===== config.mk =====
export PLATFORM = sky130hd
export DESIGN_NAME = fetch_unit_flat
export DESIGN_NICKNAME = d
export VERILOG_FILES = /design/src/rtl/fetch_pkg.sv /design/src/rtl/fetch_if.sv /design/src/rtl/fetch_fifo.sv /design/src/rtl/fetch_unit.sv /design/src/flat_wrapper.sv
export SDC_FILE = /design/constraint.sdc
export NUM_CORES = 1
export LEC_CHECK = 0
export ABC_AREA = 0
export BUFFER_PORTS_ARGS = -buffer_cell sky130_fd_sc_hd__buf_2
export CORE_MARGIN = 4
export CORE_UTILIZATION = 50
export CTS_BUF_LIST = sky130_fd_sc_hd__clkbuf_8
export CTS_CLUSTER_DIAMETER = 80
export DETAILED_ROUTE_END_ITERATION = 12
export GPL_TIMING_DRIVEN = 1
export PLACE_DENSITY = 0.86
export SLEW_MARGIN = 20
export SYNTH_ARGS = -nofsm -noshare
export SYNTH_HDL_FRONTEND = slang
export SYNTH_SLANG_ARGS = --single-unit

===== constraint.sdc =====
create_clock -name clk -period 5.8 [get_ports clk]
set_clock_uncertainty 0.2 [all_clocks]
set_input_delay 0.29 -clock clk [delete_from_list [all_inputs] [get_ports clk]]
set_output_delay 0.29 -clock clk [all_outputs]
set_load 0.02 [all_outputs]

===== src/rtl/fetch_pkg.sv =====
// fetch_pkg: shared types and constants for the instruction-fetch stage.
//   PC_W / INS_W   address and instruction widths
//   NOP_INSTR      ADDI x0,x0,0 presented to decode when no entry is valid
//   fetch_state_t  fetch FSM states
//   fetch_entry_t  one prefetch FIFO entry {pc, instr}
package fetch_pkg;

  localparam int PC_W  = 9;
  localparam int INS_W = 32;

  localparam logic [INS_W-1:0] NOP_INSTR  = 32'h0000_0013;
  localparam logic [PC_W-1:0]  ALIGN_MASK = ~PC_W'(3);

  typedef enum logic [1:0] {
    IDLE  = 2'd0,
    REQ   = 2'd1,
    WAIT  = 2'd2,
    FLUSH = 2'd3
  } fetch_state_t;

  typedef struct packed {
    logic [PC_W-1:0]  pc;
    logic [INS_W-1:0] instr;
  } fetch_entry_t;

  // Sequential fetch address; wraps naturally modulo 2^PC_W.
  function automatic logic [PC_W-1:0] pc_plus4(input logic [PC_W-1:0] p);
    return p + PC_W'(4);
  endfunction

endpackage


===== src/rtl/fetch_if.sv =====
// fetch_if: instruction-memory request/response bus.
//   imem_req/imem_addr   request, address held stable until granted
//   imem_gnt             request accepted this cycle
//   imem_rvalid/rdata    one response per granted request, >=1 cycle after gnt
// master = fetch unit side, slave = instruction memory side.
interface fetch_if;
  import fetch_pkg::*;

  logic             imem_req;
  logic [PC_W-1:0]  imem_addr;
  logic             imem_gnt;
  logic             imem_rvalid;
  logic [INS_W-1:0] imem_rdata;

  modport master (
    output imem_req, imem_addr,
    input  imem_gnt, imem_rvalid, imem_rdata
  );

  modport slave (
    input  imem_req, imem_addr,
    output imem_gnt, imem_rvalid, imem_rdata
  );
endinterface


===== src/rtl/fetch_fifo.sv =====
// fetch_fifo: DEPTH-entry synchronous prefetch FIFO of fetch_entry_t.
//   clk, rst_n   clock, asynchronous active-low reset
//   flush        discard all entries (wins over push/pop)
//   push, wdata  write an entry
//   pop          remove the head entry
//   head         entry at the head (valid when !empty)
//   count        number of stored entries
//   full, empty  status flags
// DEPTH must be a power of two so the pointers wrap by overflow.
module fetch_fifo
  import fetch_pkg::*;
#(
  parameter int DEPTH = 2
) (
  input  logic                       clk,
  input  logic                       rst_n,
  input  logic                       flush,
  input  logic                       push,
  input  fetch_entry_t               wdata,
  input  logic                       pop,
  output fetch_entry_t               head,
  output logic [$clog2(DEPTH):0]     count,
  output logic                       full,
  output logic                       empty
);

  localparam int AW = $clog2(DEPTH);
  localparam int CW = AW + 1;

  fetch_entry_t  mem [DEPTH];
  logic [AW-1:0] wr_ptr;
  logic [AW-1:0] rd_ptr;

  // NOTE: state registers use non-blocking assignments so every flop samples
  // the pre-edge values, independent of block evaluation order.
  always_ff @(posedge clk or negedge rst_n) begin
    if (!rst_n) begin
      wr_ptr <= '0;
      rd_ptr <= '0;
      count  <= '0;
    end else if (flush) begin
      wr_ptr <= '0;
      rd_ptr <= '0;
      count  <= '0;
    end else begin
      if (push) wr_ptr <= wr_ptr + AW'(1);
      if (pop)  rd_ptr <= rd_ptr + AW'(1);
      case ({push, pop})
        2'b10:   count <= count + CW'(1);
        2'b01:   count <= count - CW'(1);
        default: count <= count;
      endcase
    end
  end

  // NOTE: the storage array has no reset; entries are only observed through
  // count/empty, which are reset, so clearing the data would buy nothing.
  always_ff @(posedge clk) begin
    if (push && !flush) mem[wr_ptr] <= wdata;
  end

  assign head  = mem[rd_ptr];
  assign full  = (count == CW'(DEPTH));
  assign empty = (count == '0);

endmodule


===== src/rtl/fetch_unit.sv =====
// fetch_unit: RV32I instruction-fetch stage feeding the IF/ID register.
//   clk, reset         clock, asynchronous active-low reset
//   imem               instruction-memory bus (fetch_if.master)
//   fd_valid/fd_ready  handshake toward IF/ID
//   fd_instr/fd_pc     head instruction and its PC (NOP / 0 when invalid)
//   redirect           flush the prefetch FIFO and restart at redirect_pc
//   redirect_pc        new fetch target, low two bits forced to zero
// At most one request is outstanding; a new request is issued only while the
// FIFO plus the in-flight response still fit in DEPTH entries.
module fetch_unit
  import fetch_pkg::*;
#(
  parameter int              DEPTH    = 2,
  parameter logic [PC_W-1:0] RESET_PC = '0
) (
  input  logic             clk,
  input  logic             reset,
  fetch_if.master          imem,
  output logic             fd_valid,
  input  logic             fd_ready,
  output logic [INS_W-1:0] fd_instr,
  output logic [PC_W-1:0]  fd_pc,
  input  logic             redirect,
  input  logic [PC_W-1:0]  redirect_pc
);

  localparam int             CW      = $clog2(DEPTH) + 1;
  localparam logic [CW-1:0]  DEPTH_C = CW'(DEPTH);

  fetch_state_t    state, state_nxt;
  logic [PC_W-1:0] pc, pc_nxt;
  logic [PC_W-1:0] pc_of_req;
  logic            outstanding, outstanding_nxt;

  logic            push, pop;
  fetch_entry_t    head, push_data;
  logic [CW-1:0]   fifo_count;
  logic            fifo_full, fifo_empty;
  logic            issue_ok, issue_ok_after_push;

  assign issue_ok            = (fifo_count + CW'(outstanding)) < DEPTH_C;
  assign issue_ok_after_push = (fifo_count + CW'(1)) < DEPTH_C;

  // NOTE: every combinational output gets a default before the case so no
  // path leaves it unassigned and no latch is inferred.
  always_comb begin
    state_nxt       = state;
    pc_nxt          = pc;
    outstanding_nxt = outstanding;
    push            = 1'b0;

    if (redirect) begin
      pc_nxt = redirect_pc & ALIGN_MASK;
      case (state)
        IDLE:  state_nxt = REQ;
        REQ: begin
          if (imem.imem_gnt) begin
            state_nxt       = FLUSH;
            outstanding_nxt = 1'b1;
          end
        end
        WAIT: begin
          if (imem.imem_rvalid) begin
            state_nxt       = REQ;
            outstanding_nxt = 1'b0;
          end else begin
            state_nxt = FLUSH;
          end
        end
        FLUSH: begin
          // A stale response landing with a second redirect is still consumed,
          // otherwise FLUSH would wait for a response that never comes.
          if (imem.imem_rvalid) begin
            state_nxt       = REQ;
            outstanding_nxt = 1'b0;
          end
        end
        default: state_nxt = IDLE;
      endcase
    end else begin
      case (state)
        IDLE: begin
          if (issue_ok) state_nxt = REQ;
        end
        REQ: begin
          if (imem.imem_gnt) begin
            state_nxt       = WAIT;
            pc_nxt          = pc_plus4(pc);
            outstanding_nxt = 1'b1;
          end
        end
        WAIT: begin
          if (imem.imem_rvalid) begin
            push            = 1'b1;
            outstanding_nxt = 1'b0;
            state_nxt       = issue_ok_after_push ? REQ : IDLE;
          end
        end
        FLUSH: begin
          if (imem.imem_rvalid) begin
            state_nxt       = REQ;
            outstanding_nxt = 1'b0;
          end
        end
        default: state_nxt = IDLE;
      endcase
    end
  end

  always_ff @(posedge clk or negedge reset) begin
    if (!reset) begin
      state       <= IDLE;
      pc          <= RESET_PC;
      pc_of_req   <= RESET_PC;
      outstanding <= 1'b0;
    end else begin
      state       <= state_nxt;
      pc          <= pc_nxt;
      outstanding <= outstanding_nxt;
      if (state == REQ && imem.imem_gnt) pc_of_req <= pc;
    end
  end

  // pc only moves on gnt or redirect, so the address is stable while waiting.
  assign imem.imem_req  = (state == REQ);
  assign imem.imem_addr = pc;

  assign push_data = '{pc: pc_of_req, instr: imem.imem_rdata};
  // A pop coinciding with a redirect is dropped: that entry is being flushed.
  assign pop       = fd_valid && fd_ready && !redirect;

  fetch_fifo #(.DEPTH(DEPTH)) u_fifo (
    .clk   (clk),
    .rst_n (reset),
    .flush (redirect),
    .push  (push),
    .wdata (push_data),
    .pop   (pop),
    .head  (head),
    .count (fifo_count),
    .full  (fifo_full),
    .empty (fifo_empty)
  );

  assign fd_valid = !fifo_empty;
  assign fd_instr = fifo_empty ? NOP_INSTR : head.instr;
  assign fd_pc    = fifo_empty ? '0 : head.pc;

  // The issue rule leaves no room for a push into a full FIFO without a pop.
  assert property (@(posedge clk) disable iff (!reset) !(push && fifo_full && !pop));

endmodule


===== src/flat_wrapper.sv =====
// flat-port wrapper written by rule: the top's interface ports become plain ports
module fetch_unit_flat import fetch_pkg::*;
#(
  parameter int              DEPTH    = 2,
  parameter logic [PC_W-1:0] RESET_PC = '0
)
  (clk, reset, fd_valid, fd_ready, fd_instr, fd_pc, redirect, redirect_pc, imem_imem_req, imem_imem_addr, imem_imem_gnt, imem_imem_rvalid, imem_imem_rdata);
  fetch_if imem_i ();
  input  logic clk;
  input  logic reset;
  output logic fd_valid;
  input  logic fd_ready;
  output logic [INS_W-1:0] fd_instr;
  output logic [PC_W-1:0] fd_pc;
  input  logic redirect;
  input  logic [PC_W-1:0] redirect_pc;
  output wire logic [$bits(imem_i.imem_req)-1:0] imem_imem_req;
  output wire logic [$bits(imem_i.imem_addr)-1:0] imem_imem_addr;
  input wire logic [$bits(imem_i.imem_gnt)-1:0] imem_imem_gnt;
  input wire logic [$bits(imem_i.imem_rvalid)-1:0] imem_imem_rvalid;
  input wire logic [$bits(imem_i.imem_rdata)-1:0] imem_imem_rdata;
  assign imem_imem_req = imem_i.imem_req;
  assign imem_imem_addr = imem_i.imem_addr;
  assign imem_i.imem_gnt = imem_imem_gnt;
  assign imem_i.imem_rvalid = imem_imem_rvalid;
  assign imem_i.imem_rdata = imem_imem_rdata;
  fetch_unit #(.DEPTH(DEPTH), .RESET_PC(RESET_PC)) u_core (.clk(clk), .reset(reset), .imem(imem_i), .fd_valid(fd_valid), .fd_ready(fd_ready), .fd_instr(fd_instr), .fd_pc(fd_pc), .redirect(redirect), .redirect_pc(redirect_pc));
endmodule

==> metrics.md <==
| Metric | Value |
|---|---|
| EDFF count, synth | 78 |
| Final period util | 0.398 |
| Routed WL per cell | 14.7 um |
| Worst Path Arrival | 1.82 ns |
| Total power | 1.86 mW |
| Fin crit period | 2.31 ns |
| Final Util | 0.670 |
| Initial antenna violation count | 0 |
| Final setup viols | 0 |
| Die H | 97.8 um |
| Peak VDD IR | 0.000179 V |
| Setup TNS | 0 ns |
| IO buf count | 92 |
| Crit Reg-Reg Startpoint | u_core.u_fifo.count[0]$_DFFE_PN0P_ |
| Area contributors post-synth | edfxtp_1 (58%), dfrtp_1 (13%), mux2i_1 (9.9%) |
| CTS Sinks | 99 |
| Worst setup path end | fd_pc[8] |
| Pre-antenna DRT Iters | 4 |
| GP Congestion | 0.737 |
| Reg2Reg Depth | 7 |
| RSZ-0062 raised after global routing | false |
| CTS tree | done |
| Layout cells sized above 1 | 0.287 |
| Sequential fraction of the synthesis area | 0.711 |
| Layout area overhead | 29.1% |
| Detailed Route Iter0 Violations | 62 |
| RR Endpoint | u_core.u_fifo.count[1]$_DFFE_PN0P_ |
| Post-synth top cells | edfxtp_1 (78), nor2_1 (42), mux2i_1 (40) |
| Yosys cell types | 30 |
| Flop and latch count out of synthesis | 99 |
| WS Path Type | reg2out |
| DR DRC count | 0 |
| Status | finished, final reports clean |
| Clock Path Buffers | 2 |
| Syn Area/Cell | 14.2 um2 |
| Slew HR | 0.526 |
| First-pass GRT wire length | 12,600 um |
| Resize count post-CTS | 0 |
| Asr flop ratio synth | 0.212 |
| Flop-to-flop setup slack | 3.71 ns |
| Crit. End Element | primary output |
| Vias | 2,563 |
| Most common cell in the synthesized netlist | edfxtp_1 |
| Required time worst endpoint | 5.31 ns |
| Synth warnings | 0 |
| Detail Route Antenna Nets | 0 |
| PD cells | 357 nW/um2 |
| Row cnt | 32 |
| Vias in the first global route | 2,637 |
| Skew-Pair Late Insertion Delay | 0.34 ns |
| Total CTS buffers | 9 |
| Clock root cell | clkbuf_8 |
| Final instance area | 5200 um2 |
| H-tree Lvls | 3 |
| WL final | 7680 um |
| Initial Util | 0.519 |
| Diode count | 0 |
| Via/cell ratio | 4.89 |
| Worst slew pin tran | 0.711 ns |
| I/O pin cnt | 99 |
| Placed wire-length estimate | 4860 um |
| Worst min path class | in2reg |
| Synthesized area | 4030 um2 |
| GRT overflow | 0 |
| Post-placement cell area | 4570 um2 |
| Pin count of the biggest net entering global routing | 41 |
| Peak Freq | 0.434 GHz |
| Die area | 9560 um2 |
| Leakage | 2.09 nW |
| Worst Setup SP | u_core.u_fifo.rd_ptr$_DFFE_PN0P_ |
| Top FF cell, synth | edfxtp_1 |
| Final slew viol count | 0 |
| Postcts setup bufs | 0 |
| Worst Path Max Fanout | 40 |
| Core ar. | 7770 um2 |
| Post-synth top area cell | edfxtp_1 |
| Post-Syn Instances | 283 |
| Die X | 97.8 um |
| Layout net count | 466 |
| Clock-pin slew on the worst setup and hold paths | 0.09 ns |
| Final hold viol count | 0 |
| GRT Util Overall | 0.167 |
| Yosys top cell area share | 0.581 |
| WHS | 0.103 ns |
| Max-Cap Viols | 0 |
| Worst setup SP type | flop |
cell usage in the layout, fill, tap and decap left out, types with 2 or more instances in the layout:
cell type | Yosys | layout
bufinv_16 | 0 | 2
conb_1 | 1 | 4
a21oi_1 | 3 | 3
dfrtp_1 | 21 | 20
nand2_1 | 39 | 39
nor2_1 | 42 | 42
buf_2 | 4 | 92
nand2b_1 | 2 | 2
nor3_2 | 3 | 4
inv_1 | 6 | 7
xor2_1 | 5 | 5
clkbuf_8 | 0 | 10
mux2i_1 | 40 | 40
o21ai_0 | 6 | 6
ha_1 | 2 | 2
edfxtp_1 | 78 | 78
buf_4 | 4 | 4
dlygate4sd3_1 | 0 | 41
mux2_2 | 2 | 2
xnor2_1 | 4 | 4
registers in the layout, summed over array words and instances, names as in the netlist:
| register | cells |
|---|---|
| u_core.imem.imem_addr | 7 |
| u_core.outstanding | 1 |
| u_core.pc_of_req | 7 |
| u_core.state | 2 |
| u_core.u_fifo.count | 2 |
| u_core.u_fifo.mem | 78 |
| u_core.u_fifo.rd_ptr | 1 |
| u_core.u_fifo.wr_ptr | 1 |
worst min-delay path by stage:
stage,from,endpoint,cells after the start
6_report,imem_imem_gnt,u_core.pc_of_req[4]$_DFFE_PN0P_,3
4_1_cts,imem_imem_gnt,u_core.pc_of_req[4]$_DFFE_PN0P_,3
5_1_grt,imem_imem_gnt,u_core.pc_of_req[4]$_DFFE_PN0P_,3
3_3_place_gp,reset,u_core.imem.imem_addr[4]$_DFFE_PN0P_,1
3_5_place_dp,reset,u_core.imem.imem_addr[2]$_DFFE_PN0P_,1
2_1_floorplan,reset,u_core.imem.imem_addr[2]$_DFFE_PN0P_,0
power by group:
group	leakage, nW	switching (mW)	internal (mW)
logic	1.02	0.296	0.195
registers	0.961	0.0763	0.823
clock network	0.115	0.214	0.252
layer usage:
metal | routed length [um] | GRT usage
met5 | 0 | 0
met4 | 98 | 0.0618
met3 | 441 | 0.0386
met2 | 4150 | 0.309
met1 | 2990 | 0.188
critical path, cell delays in order, from the launching register on:
cell     delay (ns)
dfrtp_4        0.88
mux2i_1        0.16
nor2_1         0.18
buf_2          0.20
area by class of cell:
cell class	count	area, um2
well taps	102	128
repair buffers	137	901
fillers	560	2560
multi-input cells	164	1060
flip-flops and latches	99	2870
clock inverters	6	81.3
clock buffers	10	138
inverters	6	22.5
kinds of logic (layout without fill, tap and decap cells):
group,count (synthesis),count (layout),share of synthesized area
buf+inv,23,159,0.0301
compound gates,12,12,0.0158
fa+ha+maj,2,2,0.00621
mux,42,42,0.105
xor+xnor,10,10,0.0236
other cells,1,4,0.000930
simple gates,94,94,0.107
flops,99,99,0.711
metrics by stage:
stage | setup WS, ns | cells
after floorplan | 1.50 | 286
after global placement | 3.61 | 467
after detailed placement | 3.59 | 467
after CTS | 3.20 | 524
after global routing | 3.39 | 524
final | 3.49 | 524
repair_timing:
item / 4_1_cts / 5_1_grt
hold buffers: 41 / 0
hold endpoints to repair: 93 / 0
endpoints found under the setup margin: 0 / 0
No activity file was read; power rests on OpenSTA's default activity.
